==> config.mk <==
export PLATFORM = sky130hd
export DESIGN_NAME = rv_pipe_ctrl_unit
export DESIGN_NICKNAME = d
export VERILOG_FILES = /design/src/rtl/rv_pipe_ctrl_unit.sv
export SDC_FILE = /design/constraint.sdc
export NUM_CORES = 1
export LEC_CHECK = 0
export ABC_CLOCK_PERIOD_IN_PS = 2100
export BUFFER_PORTS_ARGS = -buffer_cell sky130_fd_sc_hd__buf_2
export CAP_MARGIN = 20
export CELL_PAD_IN_SITES_DETAIL_PLACEMENT = 0
export CELL_PAD_IN_SITES_GLOBAL_PLACEMENT = 1
export CORE_AREA = 2 2 67 69
export CTS_CLUSTER_DIAMETER = 120
export CTS_CLUSTER_SIZE = 25
export DETAILED_ROUTE_END_ITERATION = 16
export DIE_AREA = 0 0 69 71
export PLACE_DENSITY = 0.78
export SYNTH_ARGS = -nofsm -noshare
export SYNTH_HDL_FRONTEND = slang
export SYNTH_SLANG_ARGS = --single-unit
export TNS_END_PERCENT = 30
==> constraint.sdc <==
create_clock -name clk -period 2.1 [get_ports clk]
set_input_delay 0.105 -clock clk [delete_from_list [all_inputs] [get_ports clk]]
set_output_delay 0.105 -clock clk [all_outputs]
set_load 0.02 [all_outputs]
==> src/rtl/rv_pipe_ctrl_unit.sv <==
// Registered, stall-aware main decoder with RV32M mul/div occupancy tracking.
// Optional feature: define RV_ILLEGAL_TRAP_EN to add the illegal_inst output.
module rv_pipe_ctrl_unit #(
   parameter int MUL_CYCLES = 2,
   parameter int DIV_CYCLES = 33,
   parameter int CNT_W      = 6
) (
   input  logic        clk,
   input  logic        rst_n,
   input  logic [31:0] inst,
   input  logic        in_valid,
   output logic        in_ready,
   input  logic        flush,
   input  logic        ex_ready,
   output logic        out_valid,
   output logic [2:0]  alu_op,
   output logic [1:0]  branch,
   output logic [1:0]  mem_to_reg,
   output logic        mem_read,
   output logic        mem_write,
   output logic        alu_src,
   output logic        reg_write,
   output logic [2:0]  md_op,
   output logic        md_start,
`ifdef RV_ILLEGAL_TRAP_EN
   output logic        illegal_inst,
`endif
   output logic        md_busy
);

   typedef enum logic {ST_RUN, ST_BUSY} state_t;

   typedef struct packed {
      logic [2:0] alu_op;
      logic [1:0] branch;
      logic [1:0] mem_to_reg;
      logic       mem_read;
      logic       mem_write;
      logic       alu_src;
      logic       reg_write;
   } ctrl_t;

   localparam logic [CNT_W-1:0] MUL_C = CNT_W'(MUL_CYCLES);
   localparam logic [CNT_W-1:0] DIV_C = CNT_W'(DIV_CYCLES);

   state_t           state_q, state_d;
   logic [CNT_W-1:0] cnt_q, cnt_d;
   logic             out_valid_q, out_valid_d;
   ctrl_t            ctrl_q, ctrl_d;
   logic             md_start_q, md_start_d;
   logic [2:0]       md_op_q, md_op_d;
   logic             ill_q, ill_d;

   ctrl_t            dec;
   logic             dec_m;
   logic             dec_ill;
   logic [CNT_W-1:0] cyc;
   logic             accept;
   logic [4:0]       opc;
   logic [2:0]       f3;
   logic [6:0]       f7;
   logic             unused_bits;

   assign opc = inst[6:2];
   assign f3  = inst[14:12];
   assign f7  = inst[31:25];
   assign unused_bits = ^{inst[24:15], inst[11:7], inst[1:0]};

   always_comb begin
      dec     = '0;
      dec_m   = 1'b0;
      dec_ill = 1'b0;
      unique case (1'b1)
         (opc == 5'b01100): begin
            dec.alu_op    = 3'b010;
            dec.reg_write = 1'b1;
            dec_m         = (f7 == 7'b0000001);
`ifdef RV_ILLEGAL_TRAP_EN
            dec_ill = (f7 != 7'b0000000) &&
                      (f7 != 7'b0100000) &&
                      (f7 != 7'b0000001);
`endif
         end
         (opc == 5'b00000): begin
            dec.mem_read   = 1'b1;
            dec.mem_to_reg = 2'b01;
            dec.alu_src    = 1'b1;
            dec.reg_write  = 1'b1;
         end
         (opc == 5'b01000): begin
            dec.mem_write = 1'b1;
            dec.alu_src   = 1'b1;
         end
         (opc == 5'b11000): begin
            dec.alu_op = 3'b001;
            dec.branch = 2'b01;
         end
         (opc == 5'b11001): begin
            dec.alu_op     = 3'b111;
            dec.branch     = 2'b10;
            dec.mem_to_reg = 2'b10;
            dec.alu_src    = 1'b1;
            dec.reg_write  = 1'b1;
         end
         (opc == 5'b11011): begin
            dec.alu_op     = 3'b110;
            dec.branch     = 2'b10;
            dec.mem_to_reg = 2'b10;
            dec.reg_write  = 1'b1;
         end
         (opc == 5'b00100): begin
            dec.alu_op    = 3'b011;
            dec.alu_src   = 1'b1;
            dec.reg_write = 1'b1;
         end
         (opc == 5'b00101): begin
            dec.alu_op     = 3'b101;
            dec.mem_to_reg = 2'b11;
            dec.alu_src    = 1'b1;
            dec.reg_write  = 1'b1;
         end
         (opc == 5'b01101): begin
            dec.alu_op    = 3'b100;
            dec.alu_src   = 1'b1;
            dec.reg_write = 1'b1;
         end
         default: begin
`ifdef RV_ILLEGAL_TRAP_EN
            dec_ill = 1'b1;
`endif
         end
      endcase
      if (dec_ill) begin
         dec   = '0;
         dec_m = 1'b0;
      end
   end

   assign cyc      = f3[2] ? DIV_C : MUL_C;
   assign in_ready = rst_n && (state_q == ST_RUN) && !flush &&
                     (!out_valid_q || ex_ready);
   assign accept   = in_valid && in_ready;

   always_comb begin
      state_d     = state_q;
      cnt_d       = cnt_q;
      out_valid_d = out_valid_q;
      ctrl_d      = ctrl_q;
      md_start_d  = 1'b0;
      md_op_d     = md_op_q;
      ill_d       = ill_q;
      if (flush) begin
         state_d     = ST_RUN;
         cnt_d       = '0;
         out_valid_d = 1'b0;
         ctrl_d      = '0;
         ill_d       = 1'b0;
      end else begin
         if (state_q == ST_BUSY) begin
            if (cnt_q == CNT_W'(1)) begin
               state_d = ST_RUN;
               cnt_d   = '0;
            end else begin
               cnt_d = cnt_q - CNT_W'(1);
            end
         end
         if (accept) begin
            out_valid_d = 1'b1;
            ctrl_d      = dec;
            md_start_d  = dec_m;
            md_op_d     = dec_m ? f3 : 3'b000;
            ill_d       = dec_ill;
            if (dec_m && (cyc > CNT_W'(1))) begin
               state_d = ST_BUSY;
               cnt_d   = cyc - CNT_W'(1);
            end
         end else if (ex_ready) begin
            out_valid_d = 1'b0;
         end
      end
   end

   always_ff @(posedge clk or negedge rst_n) begin
      if (!rst_n) begin
         state_q     <= ST_RUN;
         cnt_q       <= '0;
         out_valid_q <= 1'b0;
         ctrl_q      <= '0;
         md_start_q  <= 1'b0;
         md_op_q     <= 3'b000;
         ill_q       <= 1'b0;
      end else begin
         state_q     <= state_d;
         cnt_q       <= cnt_d;
         out_valid_q <= out_valid_d;
         ctrl_q      <= ctrl_d;
         md_start_q  <= md_start_d;
         md_op_q     <= md_op_d;
         ill_q       <= ill_d;
      end
   end

   assign out_valid  = out_valid_q;
   assign alu_op     = ctrl_q.alu_op;
   assign branch     = ctrl_q.branch;
   assign mem_to_reg = ctrl_q.mem_to_reg;
   assign mem_read   = ctrl_q.mem_read;
   assign mem_write  = ctrl_q.mem_write;
   assign alu_src    = ctrl_q.alu_src;
   assign reg_write  = ctrl_q.reg_write;
   assign md_op      = md_op_q;
   assign md_start   = md_start_q;
   assign md_busy    = (state_q == ST_BUSY);
`ifdef RV_ILLEGAL_TRAP_EN
   assign illegal_inst = ill_q;
`else
   logic unused_ill;
   assign unused_ill = ill_q;
`endif

endmodule

# After elaboration in Yosys (flattened, before gate mapping)
# Index checks and enable logic that the tools add are counted.
# Widths: inputs -> output; s select.
# classes
add_sub_neg	2
n_lt_le_gt_ge	1
eq_ne	10
mux	27
n_bitwise	2
reduce_logical	15
# op_table
cell	count
$mux 6	6
$mux 11	2
$pmux 3 s7	1
$eq 5x4->1 const B	3
$eq 5x5->1 const B	3
$mux 1	15
$sub 6x1->6 const B	2
$eq 5x3->1 const B	2
$eq 7x1->1 const B	1
$reduce_or 7->1	1
$eq 6x1->1 const B	1
$gt 6x1->1 const B	1
$pmux 2 s3	1
$reduce_or 6->1	1
$logic_and 1x1->1	5
$logic_not 5->1	1
$pmux 2 s2	1
$mux 3	1
$reduce_bool 3->1	1
$logic_not 1->1	2
$not 1->1	2
$reduce_and 2->1	1
$reduce_bool 2->1	1
$reduce_or 2->1	1
$logic_or 1x1->1	1
# totals
register_bits	23
in_bits	37
out_inout_bits	18
word_cells	69

# Logic depth before layout (Yosys ltp)
# depth
word_depth	7
depth_mapped	6
ltp_nobuf	6

# Least setup slack after synthesis
# OpenSTA, ideal clock, no wires.
# synth_timing
path_kind	flip-flop to flip-flop
startpoint	register state_q, in the netlist md_busy
endpoint	register cnt_q[5]
setup_ps	121
arrival_time_ps	1604
required_time_ps	1979
slack_ps	375
stages_incl_launch_ff	6
n_path_buf	1
period_less_slack_ps	1725
cell_sequence	dfrtp_1 buf_2 nor3b_1 and3b_1 mux2_2 a22o_1
# synth_via
elab_chain_len	7
word_cells_on_any_way	9
classes_between	mux (4); bitwise (1); reduce/logical (4)
# synth_lines
element	line	source
from (decl)	46	state_t state_q, state_d;
from (signal assigned)	193	state_q <= state_d;
$not 1->1	140	assign in_ready = rst_n && (state_q == ST_RUN) && !flush &&
$logic_and 1x1->1 (3 in a row)	140	
$logic_and 1x1->1	142	assign accept = in_valid && in_ready;
$mux 6 *	167	if (accept) begin
$mux 6 *	152	if (flush) begin
net cnt_d[5]	47	logic [CNT_W-1:0] cnt_q, cnt_d;
to (signal assigned)	194	cnt_q <= cnt_d;
to (decl)	47	
# Mark *: on every way through the listed nets, which the timed path passes. The rest lies on a longest branch.
# A chain may end at the register's enable or synchronous reset.

# Worst setup path in the final report
# Same ends and word-level chain as after synthesis.

==> summary.md <==
| Metric | Value |
|---|---|
| IO Count | `55` |
| Final Critical Period | `1.754 ns` |
| Core area | `approximately 4200 µm²` |
| Fillers | `between 400 and 500` |
| Syn Std Cell Area | `1204 µm²` |
| Root Buffer | `clkbuf_8` |
| Avg Synthesized Cell Area | `about 10 µm²` |
| Via Count | `1031` |
| Top post-synthesis cells by area | `dfrtp_1 (48%), a31o_2 (4.4%), a21oi_1 (3.3%)` |
| Sequential Power Share | `55.2%` |
| Largest net degree at the start of global routing | `25` |
| Starting Density | `28.63%` |
| Share of layout cells above drive strength 1 | `between 30% and 40%` |
| EDFF count, synth | `0` |
| Status | `finished, final reports clean` |
| H-Tree Depth | `1` |
| Internal power | `approximately 620 µW` |
| Most frequent cell after synthesis | `dfrtp_1` |
| Routed wl met3 | `around 92 µm` |
| Gate Count Post-Synth | `between 100 and 150` |
| Ys async rst share | `100.0%` |
| Final period utilization | `83.53%` |
| Fin. max-slew vios | `0` |
| Finished Layout Cells | `between 200 and 250` |
| Delay-heaviest family, CP | `simple AND/OR/NAND/NOR gates` |
| Highest routed layer | `met4` |
| Ys flop type | `dfrtp_1` |
| Port bufs | `37` |
| Synth top area share | `47.82%` |
| Latest clock arrival within the worst-skew pair | `roughly 0.26 ns` |
| Num CTS Buffers | `3` |
| Clk_skew | `0.004068 ns` |
| Fin nets | `195` |
| Final setup fails | `0` |
| CTS sink cnt | `23` |
| Ant diodes | `0` |
| Wl on met1 | `1272 µm` |
| Fin worst setup slack | `0.3458 ns` |
| Setup TNS | `0 ns` |
| DP HPWL | `2093 µm` |
| Cell Rows | `24` |
| # DRC | `0` |
| Gr usage total | `11.53%` |
| Syn_nets | `158` |
| Max incr delay on CP | `0.53 ns` |
| Max_cap viols | `0` |
| CP Class | `reg -> reg` |
| Slew @ Worst Pin | `between 0.6 and 0.7 ns` |
| Kind of end point of the critical path | `flip-flop` |
| Via/cell ratio | `4.981` |
| Max Clock Freq | `570.1 MHz` |
| Pwr dens | `551.9 nW/µm²` |
| Unrepaired setup endpoints after global routing | `false` |
| Area leader, netlist | `dfrtp_1` |
| ANT nets after route | `0` |
| Postcts setup bufs | `0` |
| Normalized max-slew margin | `between 50% and 60%` |
| Die Span Y | `71 µm` |
| Met2 wire len | `between 1000 and 1500 µm` |
| 1st-pass router iterations | `4` |
| Logic pwr share | `11.0%` |
| Vias in the first global route | `roughly 1100` |
| Cell variety after synth | `39` |
| Wirelength, routed | `2784 µm` |
| Grt total ovfl | `0` |
| Final hold violations | `0` |
| Placed Instances | `between 200 and 250` |
| RePlAce Congestion | `~0.83` |
| Clk pwr share | `about 34%` |
| Sw Ratio | `24.36%` |
| Bufs on Longest Clock Path | `2` |
| Worst Path Required | `2.25 ns` |
| Pleak | `0.7355 nW` |
| R2r setup slk | `0.35 ns` |
| Switching Power | `198.3 µW` |
| Die area | `around 5000 µm²` |
| Die X | `69 µm` |
| VDD IR max | `0.0002427 V` |
| Max reg flops | `6` |
| CP Max Fanout | `9` |
| Flops & latches, synth | `23` |
| Worst Path Arrival | `1.90 ns` |
| First-pass GRT wire length | `between 4000 and 5000 µm` |
| Ys Warns | `0` |
| DP Worst Slack | `0.3937 ns` |
| Syn-to-layout area delta | `22.56%` |
| Startpoint types | `flip-flop` |
| Crit-path cells | `nor3b_1, and3b_1, mux2_2, a22o_1` |
| Clk slew on worst S/H paths | `0.08 ns` |
| CTS tree | `yes` |
| HP Class | `in -> reg` |
| Per-cell routed wire length | `approximately 13 µm` |
| Most common library cells after synthesis | `dfrtp_1 (23), nor2_1 (10), a21oi_1 (8), o21ai_0 (8), a31o_2 (6)` |
| Critical path's slowest cell | `dfrtp_1` |
| Initial antenna violation count | `0` |
| DRT iter0 DRCs | `34` |
| Register name with the most flops | `cnt_q` |
| Sequential-to-total area share from yosys stat | `between 40% and 50%` |
| CP bufs+invs | `0` |
-- layout by cell type, fill, tap and decap left out, types with 4 or more instances in the layout --
cell type / count
nor2_1: 10
nand3_1: 5
dfrtp_1: 23
a31o_2: 6
o21ai_0: 8
nand2_1: 4
a21oi_1: 8
inv_1: 4
buf_2: 37
a22o_1: 4
nor3_1: 5
-- routing by layer --
layer / track usage (%) / vias up
met5: 0 / -
met1: 13.52 / 498
li1: - / 509
met2: 20.73 / 22
met3: 2.279 / 2
met4: 4.575 / 0
-- repair_timing --
| item | 4_1_cts | 5_1_grt |
|---|---|---|
| hold buffers | 1 | 0 |
| resized for setup | 0 | 0 |
| endpoints found under the hold margin | 23 | 0 |
-- power groups by stage --
stage	combinational [mW]	sequential (mW)	clock [mW]
after floorplan	0.0399	0.464	0
final	0.0892	0.449	0.276
after CTS	0.0900	0.449	0.284
after global placement	0.0872	0.458	0
after detailed placement	0.0883	0.458	0
after global routing	0.0991	0.450	0.308
-- cell families after synthesis --
| logic type | synth area share [%] |
|---|---|
| buffers and inverters | 5.301 |
| XOR/XNOR | 0.7278 |
| flip-flops | 47.82 |
| adder cells (fa/ha/maj) | 2.079 |
| AND/OR/NAND/NOR | 22.35 |
| AO/OA/AOI/OAI | 19.13 |
| multiplexers | 2.599 |
-- area by class of cell --
cell class | count | area (µm²) | area share (%)
Inverter | 4 | 15.01 | 1.018
Clock buffer | 4 | 45.04 | 3.053
Timing Repair Buffer | 40 | 210.2 | 14.25
Multi-Input combinational cell | 84 | 564.3 | 38.25
Tap cell | 52 | 65.06 | 4.411
Sequential cell | 23 | 575.6 | 39.02
-- path summary, 6_finish.rpt --
check	start	endpoint	cells after the start
worst max-delay path	md_busy	cnt_q[5]	4
worst min-delay path	inst[14]	cnt_q[0]	2
worst max register to register	md_busy	cnt_q[5]	4
worst min register to register	md_op[2]	md_op[2]	1
max in group asynchronous	rst_n	cnt_q[5]	3
min in group asynchronous	rst_n	md_start	2
-- stage by stage --
stage          util [%]  hold WS, ns  total power [mW]  area, µm²
2_1_floorplan         -      -0.1906            0.5037       1204
3_3_place_gp      33.78     -0.05499            0.5450       1420
3_5_place_dp      33.78     -0.05875            0.5466       1420
4_1_cts           35.09      0.05509            0.8230       1475
5_1_grt           35.09      0.05321            0.8574       1475
6_report          35.09      0.05704            0.8141       1475
(Power assumes the default switching activity.)
